**src/rtl/mux_pkg.sv**
```systemverilog
// Shared constants for the streaming channel multiplexer.
//   MODE_SEL / MODE_RR : values of the mode input (select-driven / round-robin)
//   DEFAULT_WIDTH      : default data width per channel
//   DEFAULT_NCH        : default number of input channels
package mux_pkg;

    localparam logic MODE_SEL = 1'b0;
    localparam logic MODE_RR  = 1'b1;

    localparam int unsigned DEFAULT_WIDTH = 32;
    localparam int unsigned DEFAULT_NCH   = 4;

endpackage

```
**src/rtl/mux_stream_rr_if.sv**
```systemverilog
// Stream bundle between NCH upstream channels, the multiplexer and one downstream sink.
//   in_valid  [NCH]        : per-channel data valid
//   in_data   [NCH*WIDTH]  : channel i at [i*WIDTH +: WIDTH]
//   in_ready  [NCH]        : per-channel accept strobe (one-hot or zero)
//   out_valid              : output register holds a word
//   out_data  [WIDTH]      : registered selected word
//   out_ch    [SELW]       : channel that supplied out_data
//   out_ready              : downstream accept
// master = multiplexer view, slave = environment view.
interface mux_stream_rr_if
    import mux_pkg::*;
#(
    parameter int unsigned WIDTH = DEFAULT_WIDTH,
    parameter int unsigned NCH   = DEFAULT_NCH,
    parameter int unsigned SELW  = $clog2(NCH)
);

    logic [NCH-1:0]       in_valid;
    logic [NCH*WIDTH-1:0] in_data;
    logic [NCH-1:0]       in_ready;
    logic                 out_valid;
    logic [WIDTH-1:0]     out_data;
    logic [SELW-1:0]      out_ch;
    logic                 out_ready;

    modport master (
        input  in_valid, in_data, out_ready,
        output in_ready, out_valid, out_data, out_ch
    );

    modport slave (
        output in_valid, in_data, out_ready,
        input  in_ready, out_valid, out_data, out_ch
    );

endinterface

```
**src/rtl/rr_arbiter.sv**
```systemverilog
// Combinational round-robin arbiter: first requester searching upward from
// (ptr+1) mod NCH, wrapping past NCH-1 to 0.
//   req     [NCH]  : request vector
//   ptr     [SELW] : last granted channel
//   gnt_idx [SELW] : granted channel index (0 when none)
//   gnt_any        : some channel granted
module rr_arbiter #(
    parameter int unsigned NCH  = 4,
    parameter int unsigned SELW = $clog2(NCH)
) (
    input  logic [NCH-1:0]  req,
    input  logic [SELW-1:0] ptr,
    output logic [SELW-1:0] gnt_idx,
    output logic            gnt_any
);

    // Scan offsets 1..NCH; the first hit keeps the grant.
    always_comb begin
        int unsigned idx;
        idx     = 0;
        gnt_idx = '0;
        gnt_any = 1'b0;
        for (int unsigned k = 1; k <= NCH; k++) begin
            idx = (32'(ptr) + k) % NCH;
            if (!gnt_any && req[SELW'(idx)]) begin
                gnt_any = 1'b1;
                gnt_idx = SELW'(idx);
            end
        end
    end

endmodule

```
**src/rtl/mux_stream_rr.sv**
```systemverilog
// NCH-to-1 stream multiplexer with a single output register stage.
// mode=0 forwards the channel addressed by sel; mode=1 arbitrates round-robin.
//   clk, rst_n : clock, synchronous active-low reset
//   mode       : 0 select-driven, 1 round-robin
//   sel [SELW] : channel index used in select mode
//   bus        : stream bundle (master view)
module mux_stream_rr
    import mux_pkg::*;
#(
    parameter int unsigned WIDTH = DEFAULT_WIDTH,
    parameter int unsigned NCH   = DEFAULT_NCH,
    parameter int unsigned SELW  = $clog2(NCH)
) (
    input  logic            clk,
    input  logic            rst_n,
    input  logic            mode,
    input  logic [SELW-1:0] sel,
    mux_stream_rr_if.master bus
);

    logic             out_valid_q, out_valid_d;
    logic [WIDTH-1:0] out_data_q,  out_data_d;
    logic [SELW-1:0]  out_ch_q,    out_ch_d;
    logic [SELW-1:0]  ptr_q,       ptr_d;

    logic [SELW-1:0]  rr_idx;
    logic             rr_any;
    logic             sel_ok;
    logic [SELW-1:0]  gnt_idx;
    logic             gnt_any;
    logic             load;
    logic [WIDTH-1:0] gnt_data;

    rr_arbiter #(
        .NCH  (NCH),
        .SELW (SELW)
    ) u_rr_arbiter (
        .req     (bus.in_valid),
        .ptr     (ptr_q),
        .gnt_idx (rr_idx),
        .gnt_any (rr_any)
    );

    // Select path and grant muxing; reset gates load so in_ready stays low.
    always_comb begin
        sel_ok = 1'b0;
        if (32'(sel) < NCH) begin
            sel_ok = bus.in_valid[sel];
        end
        gnt_idx  = (mode == MODE_RR) ? rr_idx : sel;
        gnt_any  = (mode == MODE_RR) ? rr_any : sel_ok;
        load     = rst_n & gnt_any & (~out_valid_q | bus.out_ready);
        gnt_data = bus.in_data[32'(gnt_idx) * WIDTH +: WIDTH];
    end

    assign bus.in_ready  = load ? (NCH'(1) << gnt_idx) : '0;
    assign bus.out_valid = out_valid_q;
    assign bus.out_data  = out_data_q;
    assign bus.out_ch    = out_ch_q;

    // Output register next state: load replaces, drain without load empties.
    always_comb begin
        out_valid_d = out_valid_q;
        out_data_d  = out_data_q;
        out_ch_d    = out_ch_q;
        ptr_d       = ptr_q;
        if (load) begin
            out_valid_d = 1'b1;
            out_data_d  = gnt_data;
            out_ch_d    = gnt_idx;
            if (mode == MODE_RR) begin
                ptr_d = gnt_idx;
            end
        end else if (bus.out_ready) begin
            out_valid_d = 1'b0;
        end
    end

    // Reset points ptr at NCH-1 so channel 0 wins the first arbitration.
    always_ff @(posedge clk) begin
        if (!rst_n) begin
            out_valid_q <= 1'b0;
            out_data_q  <= '0;
            out_ch_q    <= '0;
            ptr_q       <= SELW'(NCH - 1);
        end else begin
            out_valid_q <= out_valid_d;
            out_data_q  <= out_data_d;
            out_ch_q    <= out_ch_d;
            ptr_q       <= ptr_d;
        end
    end

endmodule

```
**src/flat_wrapper.sv**
```systemverilog
// flat-port wrapper written by rule: the top's interface ports become plain ports
module mux_stream_rr_flat import mux_pkg::*;
#(
    parameter int unsigned WIDTH = DEFAULT_WIDTH,
    parameter int unsigned NCH   = DEFAULT_NCH,
    parameter int unsigned SELW  = $clog2(NCH)
)
  (clk, rst_n, mode, sel, bus_in_valid, bus_in_data, bus_out_ready, bus_in_ready, bus_out_valid, bus_out_data, bus_out_ch);
  mux_stream_rr_if #(.WIDTH(WIDTH), .NCH(NCH), .SELW(SELW)) bus_i ();
  input  logic clk;
  input  logic rst_n;
  input  logic mode;
  input  logic [SELW-1:0] sel;
  input wire logic [$bits(bus_i.in_valid)-1:0] bus_in_valid;
  input wire logic [$bits(bus_i.in_data)-1:0] bus_in_data;
  input wire logic [$bits(bus_i.out_ready)-1:0] bus_out_ready;
  output wire logic [$bits(bus_i.in_ready)-1:0] bus_in_ready;
  output wire logic [$bits(bus_i.out_valid)-1:0] bus_out_valid;
  output wire logic [$bits(bus_i.out_data)-1:0] bus_out_data;
  output wire logic [$bits(bus_i.out_ch)-1:0] bus_out_ch;
  assign bus_i.in_valid = bus_in_valid;
  assign bus_i.in_data = bus_in_data;
  assign bus_i.out_ready = bus_out_ready;
  assign bus_in_ready = bus_i.in_ready;
  assign bus_out_valid = bus_i.out_valid;
  assign bus_out_data = bus_i.out_data;
  assign bus_out_ch = bus_i.out_ch;
  mux_stream_rr #(.WIDTH(WIDTH), .NCH(NCH), .SELW(SELW)) u_core (.clk(clk), .rst_n(rst_n), .mode(mode), .sel(sel), .bus(bus_i));
endmodule
```
**config.mk**
```make
export PLATFORM = sky130hd
export DESIGN_NAME = mux_stream_rr_flat
export DESIGN_NICKNAME = d
export VERILOG_FILES = /design/src/rtl/mux_pkg.sv /design/src/rtl/mux_stream_rr_if.sv /design/src/rtl/rr_arbiter.sv /design/src/rtl/mux_stream_rr.sv /design/src/flat_wrapper.sv
export SDC_FILE = /design/constraint.sdc
export NUM_CORES = 1
export LEC_CHECK = 0
export ABC_AREA = 1
export BUFFER_PORTS_ARGS = -buffer_cell sky130_fd_sc_hd__buf_2
export CAP_MARGIN = 25
export CORE_AREA = 2 2 89 91
export DETAILED_ROUTE_END_ITERATION = 16
export DIE_AREA = 0 0 91 93
export GPL_TIMING_DRIVEN = 0
export PLACE_DENSITY = 0.75
export SLEW_MARGIN = 20
export SYNTH_ARGS = -nofsm -noshare
export SYNTH_HDL_FRONTEND = slang
export SYNTH_SLANG_ARGS = --single-unit
```
**constraint.sdc**
```tcl
create_clock -name clk -period 2.8 [get_ports clk]
set_input_delay 0.84 -clock clk [delete_from_list [all_inputs] [get_ports clk]]
set_output_delay 0.84 -clock clk [all_outputs]
set_load 0.03 [all_outputs]
```
# == After elaboration in Yosys (flattened, before gate mapping) ==
# Cells that the tools add are included.
# word_totals
register_bits,37
in_bits,138
output_inout_bits,39
wordCells,50
# op_classes
add_sub_neg,4
order_cmp,5
n_shift,2
muxes,23
bitwise_logic,4
reduce_logical,8
# ops
op,n
128-bit by 8-bit indexed part select with 32-bit output,1
2-bit by 3-bit less-than comparator with 1-bit output (second input constant),5
1-bit 2-to-1 mux,12
1-bit binary-select mux with 2-bit select,5
2-bit 2-to-1 mux,5
2-bit by 1-bit adder with 2-bit output (second input constant),2
2-bit adder (second input constant),2
4-bit 2-to-1 mux,1
1-bit by 2-bit left shift with 4-bit output (first input constant),1
1-bit logical AND,3
1-bit zero test,3
1-bit AND,2
2-bit AND reduction,1
2-bit nonzero test,1
1-bit NOT,1
1-bit bitwise OR,1

# == Longest topological paths before layout ==
# depth
ltp_word,17
mapped_depth,18
mapped_depth_nobuf,16

# == Hierarchy ==
# From an unflattened synthesis, not the netlist that was laid out.
# unflattened
cells_unflattened,548
area_unflattened_um2,3165.5
# modules_own_cells
module,n_inst,cells_per_inst,area_per_inst_um2,seq_area_each_um2
mux_stream_rr,1,496,2894.0,740.7
rr_arbiter,1,52,271.5,0.0

# == Worst setup path after synthesis ==
# No wires, ideal clock.
# synth_path
path_kind,input to output
start,in bus_in_valid[2]
end,out bus_in_ready[1]
t_arrival_ps,2391
t_required_ps,1960
setup_slack_ps,-431
path_stages,12
n_path_buf,1
cell_sequence,nand2_1 > nand2_1 > nand2_1 > nand2_2 > inv_2 > nand2_1 > nor2_1 > nand2_1 > nand2_2 > nand2_4 > buf_2 > nor3_1
# synth_via
elab_chain_len,16
word_cells_on_any_way,30
classes_between,1 x shift; 21 x mux; 2 x bitwise; 6 x reduce/logical
# synth_lines
item,line_no,text
"start, declared",flat_wrapper.sv:14,input wire logic [$bits(bus_i.in_valid)-1:0] bus_in_valid;
1-bit binary-select mux with 2-bit select,rr_arbiter.sv:25,if (!gnt_any && req[SELW'(idx)]) begin
1-bit 2-to-1 mux (implied by the code),rr_arbiter.sv:25,
1-bit 2-to-1 mux,rr_arbiter.sv:25,
1-bit zero test,rr_arbiter.sv:25,
1-bit logical AND,rr_arbiter.sv:25,
1-bit 2-to-1 mux,rr_arbiter.sv:25,
1-bit zero test,rr_arbiter.sv:25,
1-bit logical AND,rr_arbiter.sv:25,
1-bit 2-to-1 mux,rr_arbiter.sv:25,
1-bit zero test,rr_arbiter.sv:25,
1-bit logical AND,rr_arbiter.sv:25,
1-bit 2-to-1 mux,rr_arbiter.sv:25,
1-bit 2-to-1 mux,mux_stream_rr.sv:51,gnt_any = (mode == MODE_RR) ? rr_any : sel_ok;
1-bit AND (2 in a row),mux_stream_rr.sv:52,load = rst_n & gnt_any & (~out_valid_q | bus.out_ready);
4-bit 2-to-1 mux (*),mux_stream_rr.sv:56,assign bus.in_ready = load ? (NCH'(1) << gnt_idx) : '0;
"end, declared",flat_wrapper.sv:17,output wire logic [$bits(bus_i.in_ready)-1:0] bus_in_ready;
# Mark *: on every way between the ends. The rest lies on a longest branch, timed or not. The select of a mux whose other input is x is not followed.

# == Final worst setup path ==
# layout_path
start,in bus_in_valid[1]
end,out bus_in_ready[2]
# The elaborated chain is that of the path after synthesis.

==> impl_metrics.env <==
export IMPL_place_area_um2=3940
export IMPL_grt_pass1_wl_um=15700
export IMPL_htreeDepth=2
export IMPL_seq_area_frac_synth=0.260
export IMPL_reg2reg_from="u_core.ptr_q[0]$_SDFFE_PN1P_"
export IMPL_outcome="finished, violations left"
export IMPL_yosys_area_top_type_share=0.309
export IMPL_area_delta_synth_final_pct=54.0
export IMPL_final_cells=817
export IMPL_ir_drop_v=0.000211
export IMPL_synth_commonest_cells="nand2_1, nor2_1, inv_1"
export IMPL_grt_overflow_total=0
export IMPL_ys_types=23
export IMPL_rsz0062_at_grt="true"
export IMPL_post_synth_top_count_cell="nand2_1"
export IMPL_async_flop_share=0
export IMPL_place_congestion=0.888
export IMPL_drv_slew=0
export IMPL_start_kind="primary input"
export IMPL_port_buffer_count=176
export IMPL_cp_max_fo=4
export IMPL_clock_sinks=37
export IMPL_power_frac_comb=0.522
export IMPL_ys_ff_latch=37
export IMPL_power_density_nw_per_um2=473
export IMPL_crit_family="simple AND/OR/NAND/NOR gates"
export IMPL_cts_root_buffer="clkbuf_8"
export IMPL_synth_area_top_cells="nand2_1, dfxtp_1, nor2_1"
export IMPL_antenna_found_initial=0
export IMPL_place_inst=792
export IMPL_violations="negative setup slack"
export IMPL_via_per_inst=4.67
export IMPL_cts_tree="done"
export IMPL_ys_flop_type="dfxtp_1"
export IMPL_ant_nets=0
export IMPL_finalHoldViolCount=0
export IMPL_critPathBufInv=4
export IMPL_min_to="u_core.bus.out_ch[1]$_SDFFE_PN0P_"
export IMPL_worstMarginPinSlew_ps=500
export IMPL_hp_class="register to register"
export IMPL_switching_share=0.430
export IMPL_final_nets=852
export IMPL_fp_coreArea_um2=7530
export IMPL_cts_buffers=5
export IMPL_wirelength_um=10100
export IMPL_slew_headroom=0.667
export IMPL_power_leakage_uw=0.00252
export IMPL_num_io_pins=177
export IMPL_place_hpwl_um=7740
export IMPL_std_cell_rows=32
export IMPL_drv_cap=0
export IMPL_clockBufferDepth=2
export IMPL_drive_gt1_frac=0.392
export IMPL_reg2reg_setup_slack_ps=530
export IMPL_grt_max_degree=13
export IMPL_clk_pin_slew_worst_paths_ps=80
export IMPL_synth_edff_count=0
export IMPL_min_period_ps=3010
export IMPL_cp_data_required_time_ps=1960
export IMPL_fmax_mhz=332
export IMPL_fin_ws_ps=-211
export IMPL_min_from="u_core.bus.out_ch[1]$_SDFFE_PN0P_"
export IMPL_fin_area_um2=4390
export IMPL_cpMaxStageDelayCell="nor3_4"
export IMPL_setup_viol=4
export IMPL_grtUsageTotal=0.227
export IMPL_drt_iter0_markers=136
export IMPL_grt_pass1_vias=3447
export IMPL_p_seq_frac=0.302
export IMPL_cp_end_kind="primary output"
export IMPL_power_switching_uw=894
export IMPL_crit_chain="buf_6, nand2_2, nand2_4, nand2_4, nand2_4, nor3_4, nand3_2, nand2_2, nor2_4, buf_12, buf_8, nand2_8, nor2_4, buf_6"
export IMPL_die_h_um=93
export IMPL_synth_area_leader_cell="nand2_1"
export IMPL_whs_path_depth=2
export IMPL_yosys_warnings=0
export IMPL_r2r_end="u_core.ptr_q[1]$_SDFFE_PN1P_"
export IMPL_syn_area_per_cell_um2=5.55
export IMPL_layout_worst_path_cycle_share=1.08
export IMPL_worst_r2r_cell_count=17
export IMPL_critPathKind="primary input to primary output"
export IMPL_num_antenna_cells=0
export IMPL_cpPeakStageDelay_ps=210
export IMPL_p_clk_frac=0.177
export IMPL_skew_ps=13.3
export IMPL_clkLatencyLatePin_ps=280
export IMPL_synthesis_nets=652
export IMPL_postSynthCellCount=514
export IMPL_dr_pass1_iters=4
export IMPL_initial_core_util=0.379
export IMPL_finalSetupTns_ps=-772
export IMPL_remaining_drc_errors=0
export IMPL_dieArea_um2=8460
export IMPL_critical_path_most_common_cell="nand2_4"
export IMPL_wire_per_inst_um=12.3
export IMPL_worst_endpoint_arrival_ps=2170
export IMPL_die_w_um=91
export IMPL_vias=3818
export IMPL_netlist_area_um2=2850
export IMPL_cellInternalPower_uw=1180
-- kinds of logic (layout without fill, tap and decap cells) --
kind of cell	Yosys count	count (layout)	share of synthesized area
AOI/OAI and AO/OA	74	74	0.158
and+or+nand+nor	329	329	0.457
buffers and inverters	74	275	0.126
DFF	37	37	0.260
-- per-layer routing --
layer	up-vias	routed length [um]	part of all wire	global-route usage
met4	0	126	0.012	0.0568
li1	1973	-	-	-
met1	1702	4250	0.42	0.276
met3	10	566	0.056	0.0411
met2	133	5150	0.51	0.412
met5	-	0	0	0
-- flip-flops by register name (all words and copies together), names as in the netlist --
| name | cells |
|---|---|
| u_core.bus.out_data | 32 |
| u_core.bus.out_valid | 1 |
| u_core.ptr_q | 2 |
| u_core.bus.out_ch | 2 |
-- metrics by stage --
| stage | hold WS, ps | total power [uW] | worst slack, ps | utilization |
|---|---|---|---|---|
| floorplan | 561 | 1290 | -53.6 | - |
| global placement | 506 | 1570 | -482 | 0.523 |
| detailed placement | 510 | 1590 | -493 | 0.523 |
| CTS | 531 | 2050 | -194 | 0.567 |
| global route | 562 | 2220 | -273 | 0.583 |
| finish | 552 | 2080 | -211 | 0.583 |
-- repair_timing --
action	in CTS	in global routing
gates resized for setup	51	21
cloned	0	0
setup buffers	11	8
pin swaps	29	18
hold buffers	0	0
endpoints found under the setup margin	4	4
-- power groups by stage --
| stage | logic (uW) | registers [uW] | clock network, uW |
|---|---|---|---|
| 3_5_place_dp | 956 | 637 | 0 |
| 3_3_place_gp | 941 | 634 | 0 |
| 5_1_grt | 1190 | 632 | 401 |
| 4_1_cts | 1040 | 626 | 376 |
| 6_report | 1080 | 627 | 367 |
| 2_1_floorplan | 526 | 760 | 0 |
-- cell usage in the layout (no fill, tap or decap), types with 2 or more instances in the layout --
master | netlist | layout
a21oi_1 | 6 | 4
a21oi_2 | 0 | 2
buf_2 | 8 | 174
buf_4 | 8 | 21
buf_6 | 5 | 13
buf_8 | 0 | 4
clkbuf_1 | 4 | 4
clkbuf_8 | 0 | 5
clkinv_2 | 0 | 2
dfxtp_1 | 37 | 36
inv_1 | 42 | 37
inv_2 | 5 | 8
nand2_1 | 235 | 209
nand2_2 | 4 | 17
nand2_4 | 2 | 14
nand3_1 | 12 | 10
nand3_2 | 0 | 2
nor2_1 | 71 | 66
nor2_2 | 0 | 2
nor2_4 | 2 | 5
nor3_4 | 0 | 2
o21a_1 | 31 | 31
o21ai_0 | 12 | 12
o21ai_1 | 24 | 23
-- layout make-up --
type | count | area, um2
Buffer | 24 | 178
Clock buffer | 5 | 68.8
Clock inverter | 3 | 17.5
Fill cell | 781 | 3140
Inverter | 48 | 195
Multi-Input combinational cell | 403 | 1960
Sequential cell | 37 | 742
Tap cell | 102 | 128
Timing Repair Buffer | 195 | 1100
-- worst max path at each step --
| stage | startpoint | end | slack (ps) | cells past startpoint |
|---|---|---|---|---|
| final | bus_in_valid[1] | bus_in_ready[2] | -210 | 14 |
| after global routing | bus_in_valid[3] | bus_in_ready[1] | -270 | 15 |
| after CTS | bus_in_valid[0] | bus_in_ready[1] | -190 | 14 |
| after detailed placement | bus_in_valid[1] | bus_in_ready[0] | -490 | 15 |
| after global placement | bus_in_valid[0] | bus_in_ready[0] | -480 | 15 |
| after floorplan | bus_in_valid[1] | bus_in_ready[0] | -50 | 13 |
-- tightest hold or removal path, delay by kind of cell, from the launching register on --
kind,cells,cell delay (ps)
AND/OR/NAND/NOR,1,90
flip-flops,1,340
AO/OA/AOI/OAI,1,90
Note: power is estimated with default switching activity, not from simulation.
